==> config.mk <==
export PLATFORM = sky130hd
export DESIGN_NAME = seq_div16
export DESIGN_NICKNAME = d
export VERILOG_FILES = /design/src/rtl/alu_pkg.sv /design/src/rtl/div_sub_stage.sv /design/src/rtl/seq_div16.sv
export SDC_FILE = /design/constraint.sdc
export NUM_CORES = 1
export LEC_CHECK = 0
export BUFFER_PORTS_ARGS = -buffer_cell sky130_fd_sc_hd__buf_2
export CORE_MARGIN = 10
export CORE_UTILIZATION = 30
export CTS_BUF_LIST = sky130_fd_sc_hd__clkbuf_8
export DETAILED_ROUTE_END_ITERATION = 8
export HOLD_SLACK_MARGIN = 0.03
export PLACE_DENSITY = 0.54
export SLEW_MARGIN = 5
export SYNTH_ARGS = -nofsm -noshare
export SYNTH_HDL_FRONTEND = slang
export SYNTH_SLANG_ARGS = --single-unit
==> constraint.sdc <==
create_clock -name clk -period 4.9 [get_ports clk]
set_clock_uncertainty 0.1 [all_clocks]
set_input_delay 0.98 -clock clk [delete_from_list [all_inputs] [get_ports clk]]
set_output_delay 0.98 -clock clk [all_outputs]
set_load 0.02 [all_outputs]
==> src/rtl/alu_pkg.sv <==
// Shared ALU definitions: divider state encoding, datapath width,
// and the divide-by-zero quotient constant.
package alu_pkg;

    localparam int ALU_WIDTH = 16;

    localparam logic [ALU_WIDTH-1:0] DIV0_QUOTIENT = '1;

    typedef enum logic [1:0] {
        IDLE,
        CALC,
        DONE
    } div_state_t;

endpackage

==> src/rtl/div_sub_stage.sv <==
// One restoring-division step: (WIDTH+1)-bit trial subtract and
// restore mux producing the next partial remainder and quotient bit.
module div_sub_stage #(
    parameter int WIDTH = 16
) (
    input  logic [WIDTH:0]   shifted,
    input  logic [WIDTH-1:0] divisor,
    output logic [WIDTH-1:0] rem_next,
    output logic             q_bit
);

    logic [WIDTH:0] trial;

    // shifted < 2*divisor, so the difference always fits in WIDTH+1 bits
    always_comb begin
        trial    = shifted - {1'b0, divisor};
        q_bit    = ~trial[WIDTH];
        rem_next = q_bit ? trial[WIDTH-1:0] : shifted[WIDTH-1:0];
    end

endmodule

==> src/rtl/seq_div16.sv <==
// Multi-cycle restoring divider, one quotient bit per clock.
// Define SEQ_DIV_SIGNED_EN to add the signed_op port and sign handling.
module seq_div16
    import alu_pkg::*;
#(
    parameter int WIDTH = ALU_WIDTH
) (
    input  logic             clk,
    input  logic             rst,
    input  logic             start,
    input  logic [WIDTH-1:0] dividend,
    input  logic [WIDTH-1:0] divisor,
`ifdef SEQ_DIV_SIGNED_EN
    input  logic             signed_op,
`endif
    output logic             busy,
    output logic             done,
    output logic [WIDTH-1:0] quotient,
    output logic [WIDTH-1:0] remainder,
    output logic             div_zero
);

    localparam int CNT_W = $clog2(WIDTH);

    div_state_t state, state_n;

    logic [WIDTH-1:0] rem_r, rem_n;
    logic [WIDTH-1:0] quo_r, quo_n;
    logic [WIDTH-1:0] dvs_r, dvs_n;
    logic [CNT_W-1:0] cnt_r, cnt_n;

    logic [WIDTH-1:0] quotient_n;
    logic [WIDTH-1:0] remainder_n;
    logic             div_zero_n;
    logic             busy_n;
    logic             done_n;

    logic [WIDTH-1:0] a_mag;
    logic [WIDTH-1:0] b_mag;
    logic [WIDTH-1:0] rem_step;
    logic [WIDTH-1:0] quo_step;
    logic [WIDTH-1:0] q_fin;
    logic [WIDTH-1:0] r_fin;
    logic             q_bit;

`ifdef SEQ_DIV_SIGNED_EN
    logic a_neg;
    logic b_neg;
    logic neg_q_r, neg_q_n;
    logic neg_r_r, neg_r_n;

    always_comb begin
        a_neg = signed_op & dividend[WIDTH-1];
        b_neg = signed_op & divisor[WIDTH-1];
        a_mag = a_neg ? (~dividend + 1'b1) : dividend;
        b_mag = b_neg ? (~divisor + 1'b1) : divisor;
        q_fin = neg_q_r ? (~quo_step + 1'b1) : quo_step;
        r_fin = neg_r_r ? (~rem_step + 1'b1) : rem_step;
    end
`else
    always_comb begin
        a_mag = dividend;
        b_mag = divisor;
        q_fin = quo_step;
        r_fin = rem_step;
    end
`endif

    div_sub_stage #(
        .WIDTH(WIDTH)
    ) u_sub (
        .shifted  ({rem_r, quo_r[WIDTH-1]}),
        .divisor  (dvs_r),
        .rem_next (rem_step),
        .q_bit    (q_bit)
    );

    assign quo_step = {quo_r[WIDTH-2:0], q_bit};

    always_comb begin
        state_n     = state;
        rem_n       = rem_r;
        quo_n       = quo_r;
        dvs_n       = dvs_r;
        cnt_n       = cnt_r;
        quotient_n  = quotient;
        remainder_n = remainder;
        div_zero_n  = div_zero;
`ifdef SEQ_DIV_SIGNED_EN
        neg_q_n     = neg_q_r;
        neg_r_n     = neg_r_r;
`endif

        unique case (state)
            IDLE: begin
                if (start) begin
                    dvs_n      = b_mag;
                    div_zero_n = 1'b0;
                    if (divisor == '0) begin
                        state_n     = DONE;
                        quotient_n  = WIDTH'(DIV0_QUOTIENT);
                        remainder_n = dividend;
                        div_zero_n  = 1'b1;
                    end else begin
                        state_n = CALC;
                        rem_n   = '0;
                        quo_n   = a_mag;
                        cnt_n   = CNT_W'(WIDTH - 1);
`ifdef SEQ_DIV_SIGNED_EN
                        neg_q_n = a_neg ^ b_neg;
                        neg_r_n = a_neg;
`endif
                    end
                end
            end
            CALC: begin
                rem_n = rem_step;
                quo_n = quo_step;
                // leave the counter at zero on the last step
                if (cnt_r == '0) begin
                    state_n     = DONE;
                    quotient_n  = q_fin;
                    remainder_n = r_fin;
                end else begin
                    cnt_n = cnt_r - 1'b1;
                end
            end
            DONE: begin
                state_n = IDLE;
            end
            default: begin
                state_n = IDLE;
            end
        endcase

        busy_n = (state_n != IDLE);
        done_n = (state_n == DONE);
    end

    always_ff @(posedge clk or posedge rst) begin
        if (rst) begin
            state     <= IDLE;
            rem_r     <= '0;
            quo_r     <= '0;
            dvs_r     <= '0;
            cnt_r     <= '0;
            quotient  <= '0;
            remainder <= '0;
            div_zero  <= 1'b0;
            busy      <= 1'b0;
            done      <= 1'b0;
`ifdef SEQ_DIV_SIGNED_EN
            neg_q_r   <= 1'b0;
            neg_r_r   <= 1'b0;
`endif
        end else begin
            state     <= state_n;
            rem_r     <= rem_n;
            quo_r     <= quo_n;
            dvs_r     <= dvs_n;
            cnt_r     <= cnt_n;
            quotient  <= quotient_n;
            remainder <= remainder_n;
            div_zero  <= div_zero_n;
            busy      <= busy_n;
            done      <= done_n;
`ifdef SEQ_DIV_SIGNED_EN
            neg_q_r   <= neg_q_n;
            neg_r_r   <= neg_r_n;
`endif
        end
    end

endmodule

# == After elaboration in Yosys (flattened, before gate mapping) ==
# Index checks and enable logic that the tools add are counted.
# totals
regBits,89
output_inout_bits,35
word_cells,53
# op_classes
n_addsub,2
eq_ne,7
n_mux,24
n_bitwise,1
n_reduce_logical,9
# op_table
operator,n
$mux 16,11
$pmux 16 s2,4
$sub 17x16->17,1
$logic_not 16->1,1
$mux 4,3
$ne 2x2->1 const B,5
$pmux 4 s2,1
$reduce_and 4->1,2
$mux 2,3
$logic_not 4->1,1
$pmux 2 s2,1
$reduce_bool 2->1,2
$sub 4x1->4 const B,1
$reduce_and 3->1,1
$eq 2x1->1 const B,1
$eq 2x2->1 const B,1
$logic_not 2->1,1
$reduce_and 2->1,1
$mux 1,1
$not 1->1,1

# == Longest topological paths before layout ==
# depth
word_depth,5
mapped_depth,12

# == By module ==
# From an unflattened synthesis, not the netlist that was laid out.
# unflattened
hier_cells,466
area_unflattened_um2,4804.6
# by_module_without_submodules
module,n_inst,cells_each,area_each_um2,seq_area_each_um2
seq_div16,1,338,3794.9,2227.1
div_sub_stage,1,128,1009.7,0.0

# == Worst setup path after synthesis ==
# OpenSTA, ideal clock, no wires.
# synth_path
path_type,register -> register
start,register quo_r[15]
end,register remainder[5]
setup_time_ns,0.130
t_arrival_ns,2.571
required_time_ns,4.670
slack_ns,2.100
stages_incl_launch_ff,13
cell_sequence,dfrtp_1 inv_1 ha_1 inv_1 fa_1 a211oi_2 o211ai_2 a41oi_2 o31ai_4 xnor2_4 buf_6 mux2i_1 a31oi_1
# synth_between
elab_chain_len,4
# synth_rtl
item,line_no,rtl
start: declaration,seq_div16.sv:28,"logic [WIDTH-1:0] quo_r, quo_n;"
start signal: assignment,seq_div16.sv:159,quo_r <= quo_n;
$sub 17x16->17,div_sub_stage.sv:16,"trial = shifted - {1'b0, divisor};"
$mux 16,div_sub_stage.sv:18,rem_next = q_bit ? trial[WIDTH-1:0] : shifted[WIDTH-1:0];
$mux 16,seq_div16.sv:120,if (cnt_r == '0) begin
$pmux 16 s2,seq_div16.sv:94,unique case (state)
end signal: assignment,seq_div16.sv:163,remainder <= remainder_n;
end: declaration,seq_div16.sv:19,"output logic [WIDTH-1:0] remainder,"
# Every way passes these cells. The select of a mux whose other input is x is not followed.
# A chain may end at the register's enable or synchronous reset.

# == Final worst setup path ==
# layout_path
start,input divisor[3]
end,register remainder[8]
# layout_between
elab_chain_len,3
# layout_rtl
item,line_no,rtl
start: declaration,seq_div16.sv:12,"input logic [WIDTH-1:0] divisor,"
$logic_not 16->1,seq_div16.sv:99,if (divisor == '0) begin
$ne 2x2->1 (no source line),--,
$reduce_and 4->1 (no source line),--,
# Every way passes these cells.

==> flow_metrics.tcl <==
set metrics [dict create \
    outcome "completed" \
    chipWidth_um 145 \
    first_global_vias 4000 \
    async_reset_ff_frac 1.00 \
    finalWeightedCongestion 0.805 \
    detailroute.via_count 3890 \
    synthFlopType "sky130_fd_sc_hd__dfrtp_1" \
    total_switching_power_uw 2260 \
    multi_input_area_um2 2280 \
    grt_antenna_before_repair 0 \
    cts-resized-gates 0 \
    maximum_number_of_pins_on_one_net_before_global_route_repair 55 \
    syn2layout_area_growth_pct 15.6 \
    p_seq_frac 0.279 \
    postSynthRegisterBits 89 \
    total_negative_setup_slack_ns 0 \
    layout.cells.most_common "sky130_fd_sc_hd__nand2_1" \
    preCtsSetupSlack_ns 1.01 \
    post_cts_hold_buffer_count 0 \
    fill_cells 1614 \
    antenna_cells_inserted 0 \
    min_period_ns 3.46 \
    worst_slack_ns 1.44 \
    globalRoute.totalOverflow 0 \
    vdd_drop_max_uv 304 \
    initial_core_util 0.308 \
    final_antenna_net_count 0 \
    first_iter_violations 255 \
    max_transition_margin 0.359 \
    synth_nets 574 \
    die_h_um 145 \
    pwr-share-comb 0.619 \
    cts.htree.levels 3 \
    timing_worst_slew_pin_value_ns 0.960 \
    critical_path_data_arrival_time_ns 3.66 \
    routedWlPerCell_um 15.8 \
    grt_pass1_wl_um 21000 \
    final_core_utilization 0.355 \
    finalNetCount 634 \
    fmax_ghz 0.289 \
    cp-end-kind "flip-flop" \
    switching_share 0.481 \
    crit_required_ns 5.10 \
    routed_met3_length_um 498 \
    place_hpwl_um 9330 \
    drc 0 \
    cts_tree "done" \
    share_clk_of_total_power 0.102 \
    seqCellArea_um2 2230 \
    synth_area_um2 4690 \
    root_buffer "sky130_fd_sc_hd__clkbuf_8" \
    port_buffers 69 \
    cts_buffers 9 \
    detail_route.wirelength_um 12600 \
    post_synth_edffs 0 \
    drv.max_cap_violation_count 0 \
    met2_length_um 5420 \
    post-cts-setup-buffer-count 0 \
    top_level_port_count 70 \
    clk_path_buf_depth 2 \
    per_instance_average_area_after_synthesis_um2 9.01 \
    ys_seq_area_frac 0.475 \
    max_transition_viols_final 0 \
    layout-drive-gt1-share 0.188 \
    timing.hold.worst.class "reg2reg" \
    critPathMaxFanout 36 \
    globalRouteTotalUtil 0.120 \
    route.top_layer_used "met4" \
    internal_power_component_uw 2440 \
    pwr_density_cell_nw_per_um2 865 \
    final_min_period_over_clock_period 0.706 \
    cts.clk_slew.worst_paths_ns 0.10 \
    via_per_inst 4.88 \
    core_um2 15300 \
    setup_viol 0 \
    wl_met1_um 6500 \
    final_cell_mix "sky130_fd_sc_hd__nand2_1 (98), sky130_fd_sc_hd__dfrtp_1 (89), sky130_fd_sc_hd__buf_2 (69), sky130_fd_sc_hd__nor2_1 (58), sky130_fd_sc_hd__a21oi_1 (45)" \
    dr.pass1.iters 5 \
    yosys_warnings 0 \
    synth_cells 521 \
    synthDistinctLibCells 51 \
    kind_of_critical_path "in2reg" \
    worst_skew_pair.late_latency_ns 0.38 \
    leakagePower_uw 0.00247 \
    worstSetupStartpointType "input pin" \
    dieArea_um2 21000 \
    clock_sinks 89 \
    grt_setup_unrepaired "false" \
    timing.final.hold_violations 0 \
    placementRows 45 \
]
[state kept, by name, summed over array words and instances (netlist names)]
register   count
state          2
done           1
quotient      16
remainder     16
quo_r         16
div_zero       1
dvs_r         16
rem_r         16
cnt_r          4
busy           1
[cell families after synthesis]
family / Yosys count / share of synthesized area
buf+inv: 49 / 0.0424
simple gates: 199 / 0.181
xor+xnor: 13 / 0.0299
flops: 89 / 0.475
fa+ha+maj: 18 / 0.0496
mux: 14 / 0.0357
compound gates: 139 / 0.187
[synthesized netlist by cell type, drive strengths merged (3+ instances only)]
| cell type | number | share of area |
|---|---|---|
| o31ai | 3 | 0.0077 |
| nand2b | 4 | 0.0053 |
| nor4 | 6 | 0.0080 |
| nor2b | 4 | 0.0053 |
| o21ai | 35 | 0.037 |
| mux2i | 7 | 0.015 |
| ha | 17 | 0.045 |
| dfrtp | 89 | 0.47 |
| xor2 | 5 | 0.011 |
| nand2 | 99 | 0.079 |
| xnor2 | 8 | 0.019 |
| a21oi | 46 | 0.050 |
| a41oi | 6 | 0.013 |
| and2 | 5 | 0.0067 |
| nand3 | 12 | 0.013 |
| nor2 | 58 | 0.046 |
| clkbuf | 19 | 0.015 |
| buf | 7 | 0.0088 |
| a31oi | 14 | 0.019 |
| a21o | 18 | 0.029 |
| inv | 23 | 0.018 |
| mux2 | 7 | 0.021 |
| a211oi | 4 | 0.0075 |
[layout make-up]
| type | count | area share |
|---|---|---|
| multi-input combinational | 383 | 0.420 |
| sequential | 89 | 0.411 |
| timing repair buffer | 75 | 0.0720 |
| tap | 211 | 0.0487 |
| clock buffer | 9 | 0.0228 |
| inverter | 23 | 0.0161 |
| clock inverter | 7 | 0.00946 |
[worst paths after layout]
check / start / endpoint / slack, ns / cells after the start
worst min register to register: quo_r[15] / quo_r[15] / 0.41 / 1
worst max-delay path: divisor[3] / remainder[8] / 1.44 / 8
worst min-delay path: quo_r[15] / quo_r[15] / 0.41 / 1
worst max register to register: quo_r[15] / remainder[7] / 1.52 / 11
min in group asynchronous: rst / done / 0.69 / 2
max in group asynchronous: rst / remainder[0] / 2.98 / 3
[through the flow]
step	instances	hold WS [ns]	total power [uW]	instance area, um2
2_1_floorplan	521	0.349	3520	4690
3_3_place_gp	781	0.369	4160	5250
3_5_place_dp	781	0.371	4230	5250
4_1_cts	797	0.400	4730	5420
5_1_grt	797	0.420	5130	5420
6_report	797	0.406	4690	5420
[metal layers]
metal | up-vias | GRT usage
met2 | 83 | 0.180
met5 | - | 0
met4 | 0 | 0.0313
met1 | 1882 | 0.167
li1 | 1915 | -
met3 | 10 | 0.0310
[power by group through the flow]
stage / combinational, uW / clock (uW) / sequential [uW]
2_1_floorplan: 2130 / 0 / 1390
3_3_place_gp: 2850 / 0 / 1310
3_5_place_dp: 2910 / 0 / 1330
4_1_cts: 2920 / 492 / 1310
5_1_grt: 3250 / 522 / 1350
6_report: 2900 / 477 / 1310
[critical path: stages]
cell	delay [ns]
sky130_fd_sc_hd__buf_2	0.10
sky130_fd_sc_hd__nor4_1	0.37
sky130_fd_sc_hd__nand4_1	0.35
sky130_fd_sc_hd__or4b_1	0.70
sky130_fd_sc_hd__nand2_2	0.51
sky130_fd_sc_hd__buf_4	0.40
sky130_fd_sc_hd__nor2_1	0.07
sky130_fd_sc_hd__a31oi_1	0.14
(Power assumes the default switching activity.)
